File: config.mk
export PLATFORM = sky130hd
export DESIGN_NAME = key_manager
export DESIGN_NICKNAME = d
export VERILOG_FILES = /design/src/rtl/key_manager.sv
export SDC_FILE = /design/constraint.sdc
export NUM_CORES = 1
export LEC_CHECK = 0
export CORE_MARGIN = 2
export CORE_UTILIZATION = 40
export CTS_CLUSTER_DIAMETER = 80
export DETAILED_ROUTE_END_ITERATION = 16
export GPL_TIMING_DRIVEN = 1
export PLACE_DENSITY = 0.63
export SLEW_MARGIN = 0
export SYNTH_ARGS = -nofsm -noshare
export SYNTH_HDL_FRONTEND = slang
export SYNTH_SLANG_ARGS = --single-unit
File: constraint.sdc
create_clock -name clk -period 14.2 [get_ports clk]
set_input_delay 2.84 -clock clk [delete_from_list [all_inputs] [get_ports clk]]
set_output_delay 2.84 -clock clk [all_outputs]
set_load 0.02 [all_outputs]
File: src/rtl/key_manager.sv
// Key-generation sequencer with atomic commit of shadowed n/e/d into the key bank.
// Latency: gen_req -> kg_start 1 cycle; last valid tick -> done 1 cycle; bank updates on the edge after done.
// Backpressure: none; requests outside IDLE, or blocked by key_lock/mode, are dropped rather than queued.
module key_manager #(
  parameter int unsigned TIMEOUT_CYCLES = 2**24,
  parameter logic [1:0]  MODE_KEYGEN    = 2'b01
) (
  input  logic        clk,
  input  logic        rst,
  input  logic [1:0]  mode,
  input  logic        gen_req,
  input  logic        clear,
  input  logic        key_lock,
  input  logic [31:0] n_key_in,
  input  logic [31:0] e_key_in,
  input  logic [31:0] d_key_in,
  input  logic        n_key_valid,
  input  logic        e_key_valid,
  input  logic        d_key_valid,
  output logic        kg_en,
  output logic        kg_start,
  output logic [31:0] n_key,
  output logic [31:0] e_key,
  output logic [31:0] d_key,
  output logic        keys_valid,
  output logic        done,
  output logic        busy,
  output logic        err
);

  localparam int unsigned   CW       = $clog2(TIMEOUT_CYCLES) + 1;
  localparam logic [CW-1:0] CNT_LAST = CW'(TIMEOUT_CYCLES - 1);

  typedef enum logic [2:0] {
    IDLE, START, WAIT_N, WAIT_ED, COMMIT, FAIL
  } state_t;

  state_t        state_q, state_d;
  logic [CW-1:0] cnt_q, cnt_d;
  logic [31:0]   shadow_n_q, shadow_n_d, shadow_e_q, shadow_e_d, shadow_d_q, shadow_d_d;
  logic [31:0]   n_key_q, n_key_d, e_key_q, e_key_d, d_key_q, d_key_d;
  logic          keys_valid_q, keys_valid_d;
  logic          err_q, err_d;
  logic          kg_start_q, kg_start_d;
  logic          mode_ok;
  logic          timeout;

  assign mode_ok = (mode == MODE_KEYGEN);
  // Counter is cleared in START, so reaching the last count means the full budget has elapsed.
  assign timeout = (cnt_q >= CNT_LAST);

  // Next-state, shadow capture and key-bank update; bank only ever changes in COMMIT or on clear.
  always_comb begin
    state_d      = state_q;
    cnt_d        = cnt_q;
    shadow_n_d   = shadow_n_q;
    shadow_e_d   = shadow_e_q;
    shadow_d_d   = shadow_d_q;
    n_key_d      = n_key_q;
    e_key_d      = e_key_q;
    d_key_d      = d_key_q;
    keys_valid_d = keys_valid_q;
    err_d        = err_q;
    kg_start_d   = 1'b0;
    unique case (state_q)
      IDLE: begin
        // clear has priority; a same-cycle gen_req is dropped.
        if (clear && !key_lock) begin
          n_key_d      = '0;
          e_key_d      = '0;
          d_key_d      = '0;
          keys_valid_d = 1'b0;
          err_d        = 1'b0;
        end else if (gen_req && mode_ok && !key_lock) begin
          state_d    = START;
          err_d      = 1'b0;
          kg_start_d = 1'b1;
        end
      end
      START: begin
        cnt_d   = '0;
        state_d = mode_ok ? WAIT_N : FAIL;
      end
      WAIT_N: begin
        cnt_d = cnt_q + 1'b1;
        if (!mode_ok) begin
          state_d = FAIL;
        end else if (n_key_valid) begin
          shadow_n_d = n_key_in;
          if (e_key_valid && d_key_valid) begin
            shadow_e_d = e_key_in;
            shadow_d_d = d_key_in;
            state_d    = COMMIT;
          end else begin
            state_d = WAIT_ED;
          end
        end else if (timeout) begin
          state_d = FAIL;
        end
      end
      WAIT_ED: begin
        cnt_d = cnt_q + 1'b1;
        if (!mode_ok) begin
          state_d = FAIL;
        end else if (e_key_valid && d_key_valid) begin
          shadow_e_d = e_key_in;
          shadow_d_d = d_key_in;
          state_d    = COMMIT;
        end else if (e_key_valid ^ d_key_valid) begin
          state_d = FAIL;
        end else if (timeout) begin
          state_d = FAIL;
        end else if (n_key_valid) begin
          shadow_n_d = n_key_in;
        end
      end
      COMMIT: begin
        n_key_d      = shadow_n_q;
        e_key_d      = shadow_e_q;
        d_key_d      = shadow_d_q;
        keys_valid_d = 1'b1;
        state_d      = IDLE;
      end
      FAIL: begin
        state_d = IDLE;
      end
      default: begin
        state_d = IDLE;
      end
    endcase
    // err rises as FAIL is entered, so it is visible while busy is still high.
    if (state_d == FAIL) begin
      err_d = 1'b1;
    end
  end

  // State, shadow and bank registers.
  always_ff @(posedge clk or posedge rst) begin
    if (rst) begin
      state_q      <= IDLE;
      cnt_q        <= '0;
      shadow_n_q   <= '0;
      shadow_e_q   <= '0;
      shadow_d_q   <= '0;
      n_key_q      <= '0;
      e_key_q      <= '0;
      d_key_q      <= '0;
      keys_valid_q <= 1'b0;
      err_q        <= 1'b0;
      kg_start_q   <= 1'b0;
    end else begin
      state_q      <= state_d;
      cnt_q        <= cnt_d;
      shadow_n_q   <= shadow_n_d;
      shadow_e_q   <= shadow_e_d;
      shadow_d_q   <= shadow_d_d;
      n_key_q      <= n_key_d;
      e_key_q      <= e_key_d;
      d_key_q      <= d_key_d;
      keys_valid_q <= keys_valid_d;
      err_q        <= err_d;
      kg_start_q   <= kg_start_d;
    end
  end

  assign kg_en      = mode_ok;
  assign kg_start   = kg_start_q;
  assign n_key      = n_key_q;
  assign e_key      = e_key_q;
  assign d_key      = d_key_q;
  assign keys_valid = keys_valid_q;
  assign err        = err_q;
  assign done       = (state_q == COMMIT);
  assign busy       = (state_q != IDLE);

endmodule
Word-level counts from Yosys, hierarchy flattened:

Cells that the tools add are included.

* output and inout bits: 102
* register bits: 223
* input port bits: 106
* word-level logic and storage cells: 86

* equal/unequal tests: 13
* add/sub/neg operators: 1
* mux-type cells: 42
* reductions and logical operators: 17
* $lt $le $gt $ge: 1
* bitwise logic cells: 1

Operator list (number)
* 32-bit two-way mux: 15
* 32-bit case mux with 2 select lines: 6
* 25-bit case mux with 2 select lines: 1
* 3-bit two-way mux: 10
* 25-bit by 1-bit adder with 25-bit output, second input constant: 1
* 25-bit by 24-bit >= comparator with 1-bit output, second input constant: 1
* 2-bit != test, second input constant: 7
* 3-bit case mux with 4 select lines: 1
* 1-bit two-way mux: 8
* 2-bit nonzero test: 4
* 3-bit by 2-bit equality test with 1-bit output, second input constant: 2
* 3-bit equality test, second input constant: 2
* 6-bit AND reduction: 1
* 3-bit nonzero test: 2
* 1-bit logical AND: 4
* 2-bit AND reduction: 2
* 4-bit AND reduction: 1
* 3-bit by 1-bit equality test with 1-bit output, second input constant: 1
* 3-bit zero test: 1
* 2-bit by 1-bit equality test with 1-bit output, second input constant: 1
* 1-bit case mux with 2 select lines: 1
* 2-bit OR reduction: 1
* 1-bit zero test: 1
* 1-bit bitwise XOR: 1

Longest topological paths before layout:

Gate-level depths: netlist (run 1).

* word-level depth: 9
* mapped depth: 7
* mapped depth without buffers: 6

Worst setup path after synthesis (run 1):

OpenSTA, ideal clock, no wires.

* path type: input-to-output
* start: input mode[0]
* end: output kg_en
* data required time: 11.360 ns
* buffers on the path: 1
* arrival time: 3.294 ns
* path slack: 8.066 ns
* cell stages on the path: 2
* path through: nor2b_1 clkbuf_1

* cells in the longest elaborated chain, start to end: 1

RTL lines
* start, declared: line 10 `input logic [1:0] mode,`
* 2-bit by 1-bit equality test with 1-bit output: line 48 `assign mode_ok = (mode == MODE_KEYGEN);`
* end, declared: line 20 `output logic kg_en,`

Every way passes these cells.

Worst setup path after layout (run 1):

Ends and elaborated chain as after synthesis.

==> reports/results.ini, run 1 <==
[logic_synthesis]
syn_nets=707
synth_edf_count=0
synth_ff_type=dfrtp_1
yosysUniqueCellTypes=49
async_reset_ff_share_pct=100
synth_top_area_share_pct=64.8
synth_area_sq_um=8610
synthCells=599
yosys_register_bits=223
postSynthAreaPerCell_sq_um=14.4
yosys_warnings=0
yosysSeqAreaShare_pct=64.8
synthTopCellsByArea=dfrtp_1 (65%), a22o_1 (9.9%), mux2_2 (6.4%)
synth_area_leader_cell=dfrtp_1

[setup_path]
crit_type=in -> out
cp-endpoint=kg_en
startpoint=mode[0]
cp_slowest_cell=clkdlybuf4s50_1
regToRegEndpoint=shadow_n_q[0]
critPathArrivalTime_ps=4510
worstReg2RegStart=cnt_q[14]
cp_max_fo=8
worstRegToRegCells=5
crit_path_cell_trace=clkdlybuf4s50_1 -> nor2b_1 -> clkdlybuf4s50_1
crit_family=buffers and inverters
crit_path_start_kind=primary input
crit_cells=3
cpMostUsedCell=clkdlybuf4s50_1
worst-endpoint-required_ps=11360
endpoint_kind=output pin
r2r_slack_ps=11210
cpPeakStageDelay_ps=720
path_buf_inv=2

[global_route]
grt_pass1_wl_um=33300
grt_pass1_vias=6279
grt_max_degree=158
antenna_found_initial=0
grt_overflow=0
grt_usage_pct=18.4

[floorplanning]
die_y_um=151
rows=53
initial_core_util_pct=40.8
ioPinCount=208
die_width_um=151
core_area_sq_um=21100
dieArea_sq_um=22700

[sta]
finalHoldViolations=0
fin_tns_setup_ps=0
tightest_slew_ps=1150
finalCriticalPeriod_ps=7350
rsz0062_at_grt=no
min_period_over_period_pct=51.8
skew_ps=15.7
timing.slew.headroom_pct=23.0
setup_viol=0
fmax_mhz=136
hold_ws_ps=488
slew_viol_final=0

[clock_network]
worstSkewPairLatency_ps=530
ctsResizeCount=0
clk_pin_slew_ps=60
root_buffer=clkbuf_16
cts_made_buffers=25
post_cts_buffers=0
ctsHoldBuffers=0
htree_levels=1
cts_tree=yes
clock_sinks=223
cts.path.max_buffers=3

[finish]
areaGrowthSynthToFinish_pct=36.8
seq_area_sq_um=5580
final_net_count=908
n_antenna_cell=0
drive_gt1_share_pct=12.2
multi_input_area_sq_um=2850
final_cells=1092
final_area_sq_um=11800
fillers=1720

[detailed_routing]
via_per_inst=5.34
drt_iter0_markers=214
antenna_left=0
drt_wl_total_um=20600
dr_total_vias=5832
wire_per_inst_um=18.9
first_pass_iters=4
drcViolationCount=0

[job]
drv_cap=0

[pwr]
p_sw_mw=0.596
power_mw=2.04
cellPowerDensity_nw_per_um2=174
p_leak_nw=5.41
internal-power_mw=1.45
sequentialPowerShare_pct=43.2
clockPowerShare_pct=32.5
switching_share_pct=29.2
irDropWorstVdd_mv=0.111
pwr-share-comb_pct=24.3

[placement]
io_buffers=207
placed_cell_area_sq_um=10900
dpl.hpwl_um=13100
place_congestion=0.757
dp_cells=1048

[worst_hold_path]
hold_path.class=reg -> reg

[run_status]
status=finished clean

[through the flow]
stage	utilization [%]	setup WS, ps
floorplan	-	5250
global placement	51.8	6930
detailed placement	51.8	6840
CTS	55.8	6850
global route	55.8	6720
finish	55.8	6850
[cell usage in the layout (no fill, tap or decap), types with 2 or more instances in the layout]
master	Yosys	routed
clkdlybuf4s50_1	0	207
nand3_1	16	16
mux2_1	48	48
a21o_1	3	3
nor3_1	7	6
o21ai_0	8	8
nand2b_1	2	2
o31ai_1	10	10
nand2_1	19	19
a22o_1	97	97
nand4b_1	2	2
ha_1	2	2
o211ai_1	9	9
bufinv_16	0	3
nand3b_1	2	2
nor2b_1	4	4
nor4_1	2	2
clkbuf_1	26	6
clkinv_2	0	2
nor2_1	8	7
buf_4	0	5
nand4_1	5	5
clkbuf_16	0	25
dfrtp_1	223	223
a21oi_1	3	3
clkbuf_8	0	6
nand4_2	2	2
mux2i_1	8	8
inv_1	8	7
mux2_2	49	49
a31oi_1	2	2
[kinds of logic (layout without fill, tap and decap cells)]
group / count (synthesis) / count (layout) / share of synthesized area (%)
DFF: 223 / 223 / 64.8
AOI/OAI and AO/OA: 146 / 146 / 14.0
muxes: 105 / 105 / 13.6
and+or+nand+nor: 77 / 77 / 4.88
buffers and inverters: 46 / 264 / 2.38
adders and majority gates: 2 / 2 / 0.291
[power groups by stage]
stage	combinational, mW	sequential [mW]	clock [mW]
after CTS	0.506	0.884	0.682
after global routing	0.536	0.904	0.710
final	0.497	0.884	0.664
after global placement	0.492	0.884	0
after floorplan	0.218	0.940	0
after detailed placement	0.503	0.892	0
[registers in the layout, indices dropped and copies added, names as in the netlist]
register / cells
cnt_q: 25
d_key: 32
e_key: 32
err: 1
keys_valid: 1
kg_start: 1
n_key: 32
shadow_d_q: 32
shadow_e_q: 32
shadow_n_q: 32
state_q: 3
[metal layers]
| metal | wire length, um | up-vias | global-route usage [%] |
|---|---|---|---|
| li1 | - | 2644 | - |
| met1 | 8510 | 2973 | 23.3 |
| met2 | 9770 | 189 | 30.1 |
| met3 | 1970 | 26 | 7.21 |
| met4 | 337 | 0 | 3.93 |
| met5 | 0 | - | 0 |
[cell usage after synthesis, drive strengths merged (2+ instances only)]
cell type and instances:
and4 2, nand4 7, o21ai 10, dfrtp 223, o31ai 10, nand3b 2
nor2b 4, nor4 2, a21oi 4, nor2 8, ha 2, nand2b 2
a22o 97, nor3 7, nand4b 2, mux2 97, clkbuf 26, a31oi 2
nand3 16, mux2i 8, nand2 19, buf 12, inv 8, a21o 3
o211ai 9
[how the worst min path moves through the flow]
stage | slack [ps] | cells after the start | start | to
floorplan | 440 | 1 | cnt_q[12] | cnt_q[12]
global placement | 450 | 1 | cnt_q[12] | cnt_q[12]
detailed placement | 480 | 1 | shadow_d_q[10] | shadow_d_q[10]
CTS | 490 | 1 | shadow_d_q[10] | shadow_d_q[10]
global route | 500 | 1 | shadow_n_q[23] | shadow_n_q[23]
finish | 490 | 1 | shadow_n_q[23] | shadow_n_q[23]
[cell type report]
cell class              instances  area share (%)
clock buffers                  37            6.21
clock inverters                 7            1.08
inverters                       8           0.319
multi-input cells             330            24.2
flip-flops and latches        223            47.4
well taps                     275            2.92
repair buffers                212            17.9
No activity file was read; power rests on OpenSTA's default activity.
==> run 2, diff against run 1 <==
--- a/config.mk
+++ b/config.mk
@@ -10,7 +10,7 @@
 export CTS_CLUSTER_DIAMETER = 80
 export DETAILED_ROUTE_END_ITERATION = 16
 export GPL_TIMING_DRIVEN = 1
-export PLACE_DENSITY = 0.63
+export PLACE_DENSITY = 0.65
 export SLEW_MARGIN = 0
 export SYNTH_ARGS = -nofsm -noshare
 export SYNTH_HDL_FRONTEND = slang
==> constraint.sdc (replaced) <==
create_clock -name clk -period 6.1 [get_ports clk]
set_input_delay 1.22 -clock clk [delete_from_list [all_inputs] [get_ports clk]]
set_output_delay 1.22 -clock clk [all_outputs]
set_load 0.02 [all_outputs]
==> run 2 against run 1 <==
Against the previous run:
- first-iteration DRC count increased by 37%
- utilization decreased by 0.34 points
- clock skew decreased by 6.4 ps
- count of clock-buffer cells in the layout increased by 2
- register-to-register slack got worse by 8100 ps
- clock power increased by 110%
- worst hold slack got worse by 9.0 ps
- setup slack got worse by 4800 ps
- sequential cell count unchanged
- wire length increased by 2.7%
- combinational power increased by 130%
- largest power group unchanged
==> reports/results.ini, run 2 (synthesis results as in run 1) <==
[setup_path]
crit_path_start_kind=primary input
endpoint_kind=output pin
cp_slowest_cell=clkdlybuf4s50_1
crit_path_cell_trace=clkdlybuf4s50_1 -> nor2b_1 -> clkdlybuf4s50_1
r2r_slack_ps=3160
crit_family=buffers and inverters
cpPeakStageDelay_ps=710
cp_max_fo=8
crit_type=in -> out
path_buf_inv=2
critPathArrivalTime_ps=2860
cpMostUsedCell=clkdlybuf4s50_1
worst-endpoint-required_ps=4880

[clock_network]
root_buffer=clkbuf_16
cts.path.max_buffers=3
clk_pin_slew_ps=60
cts_made_buffers=24
ctsHoldBuffers=0
ctsResizeCount=0
post_cts_buffers=0
clock_sinks=223
cts_tree=yes
worstSkewPairLatency_ps=510
htree_levels=1

[sta]
fmax_mhz=245
layout_setup_ws_ps=2020
skew_ps=9.27
tightest_slew_ps=1220
timing.slew.headroom_pct=18.6
hold_ws_ps=479
rsz0062_at_grt=no
finalCriticalPeriod_ps=4080
setup_viol=0
fin_tns_setup_ps=0
min_period_over_period_pct=66.9
slew_viol_final=0
finalHoldViolations=0

[placement]
pre_cts_ws_ps=2020
io_buffers=207
dpl.hpwl_um=13700
place_congestion=0.789

[finish]
layout_common_cells=dfrtp_1 (223), clkdlybuf4s50_1 (207), a22o_1 (97)
drive_gt1_share_pct=12.3
n_antenna_cell=0
final_net_count=912
final_common_cell=dfrtp_1
areaGrowthSynthToFinish_pct=36.0

[pwr]
cellPowerDensity_nw_per_um2=393
irDropWorstVdd_mv=0.190
power_mw=4.60
p_leak_nw=5.38

[detailed_routing]
antenna_left=0
route.met2.wl_um=9810
drcViolationCount=0
dr_total_vias=5852
drt-met1-wl_um=9100
wire_per_inst_um=19.3
drt_iter0_markers=294
first_pass_iters=4
via_per_inst=5.34
drt_wl_total_um=21200
met3_length_um=1880
top_layer=met4

[floorplanning]
rows=53
core_area_sq_um=21100
dieArea_sq_um=22700
die_width_um=151
ioPinCount=208
die_y_um=151
initial_core_util_pct=40.8

[worst_hold_path]
hold_path.class=reg -> reg

[global_route]
grt_max_degree=97
antenna_found_initial=0
grt_usage_pct=19.0
grt_overflow=0
grt_pass1_wl_um=34300
grt_pass1_vias=6344

[job]
drv_cap=0

[run_status]
status=finished clean

run 2: changes by cell type in the layout (fill, tap and decap cells not counted), sizes merged:
cell    change
bufinv      -3
clkbuf      +2
inv         -2
buf         +5
clkinv      +1
run 2: final cells by class:
class | instances | area (sq um)
clock buffer | 39 | 738
clock inverter | 3 | 15.0
fill | 1718 | 9380
inverter | 8 | 33.8
multi-input combinational | 330 | 2850
sequential | 223 | 5580
tap | 275 | 344
timing repair buffer | 217 | 2150
run 2: per-stage QoR:
stage	instance area, sq um	instances	util (%)
after CTS	11700	1095	55.5
after detailed placement	11000	1053	51.9
final	11700	1095	55.5
after floorplan	8610	599	-
after global placement	11000	1053	51.9
after global routing	11700	1095	55.5
run 2: worst paths after layout:
path,to,startpoint,depth (start not counted)
setup reg to reg,shadow_d_q[5],state_q[1],5
setup / recovery,kg_en,mode[0],3
hold / removal,cnt_q[8],cnt_q[8],1
min in group asynchronous,n_key[29],rst,2
max in group asynchronous,shadow_d_q[3],rst,3
hold reg to reg,cnt_q[8],cnt_q[8],1
run 2: worst reg2reg max path: stages (launching register included):
cell and delay, ps:
dfrtp_1 590, nor2b_1 480, nand2_1 240, nor2_4 680
buf_4 440, mux2_2 390
run 2: power by group:
group          total (mW)  switching, mW  internal, mW
combinational        1.16          0.578         0.579
clock                1.38          0.559         0.821
sequential           2.06          0.228          1.84
run 2: per-layer routing:
layer	up-vias	GRT usage [%]
met5	-	0
met4	0	4.25
met3	32	6.85
met2	179	29.9
met1	3003	25.6
li1	2638	-
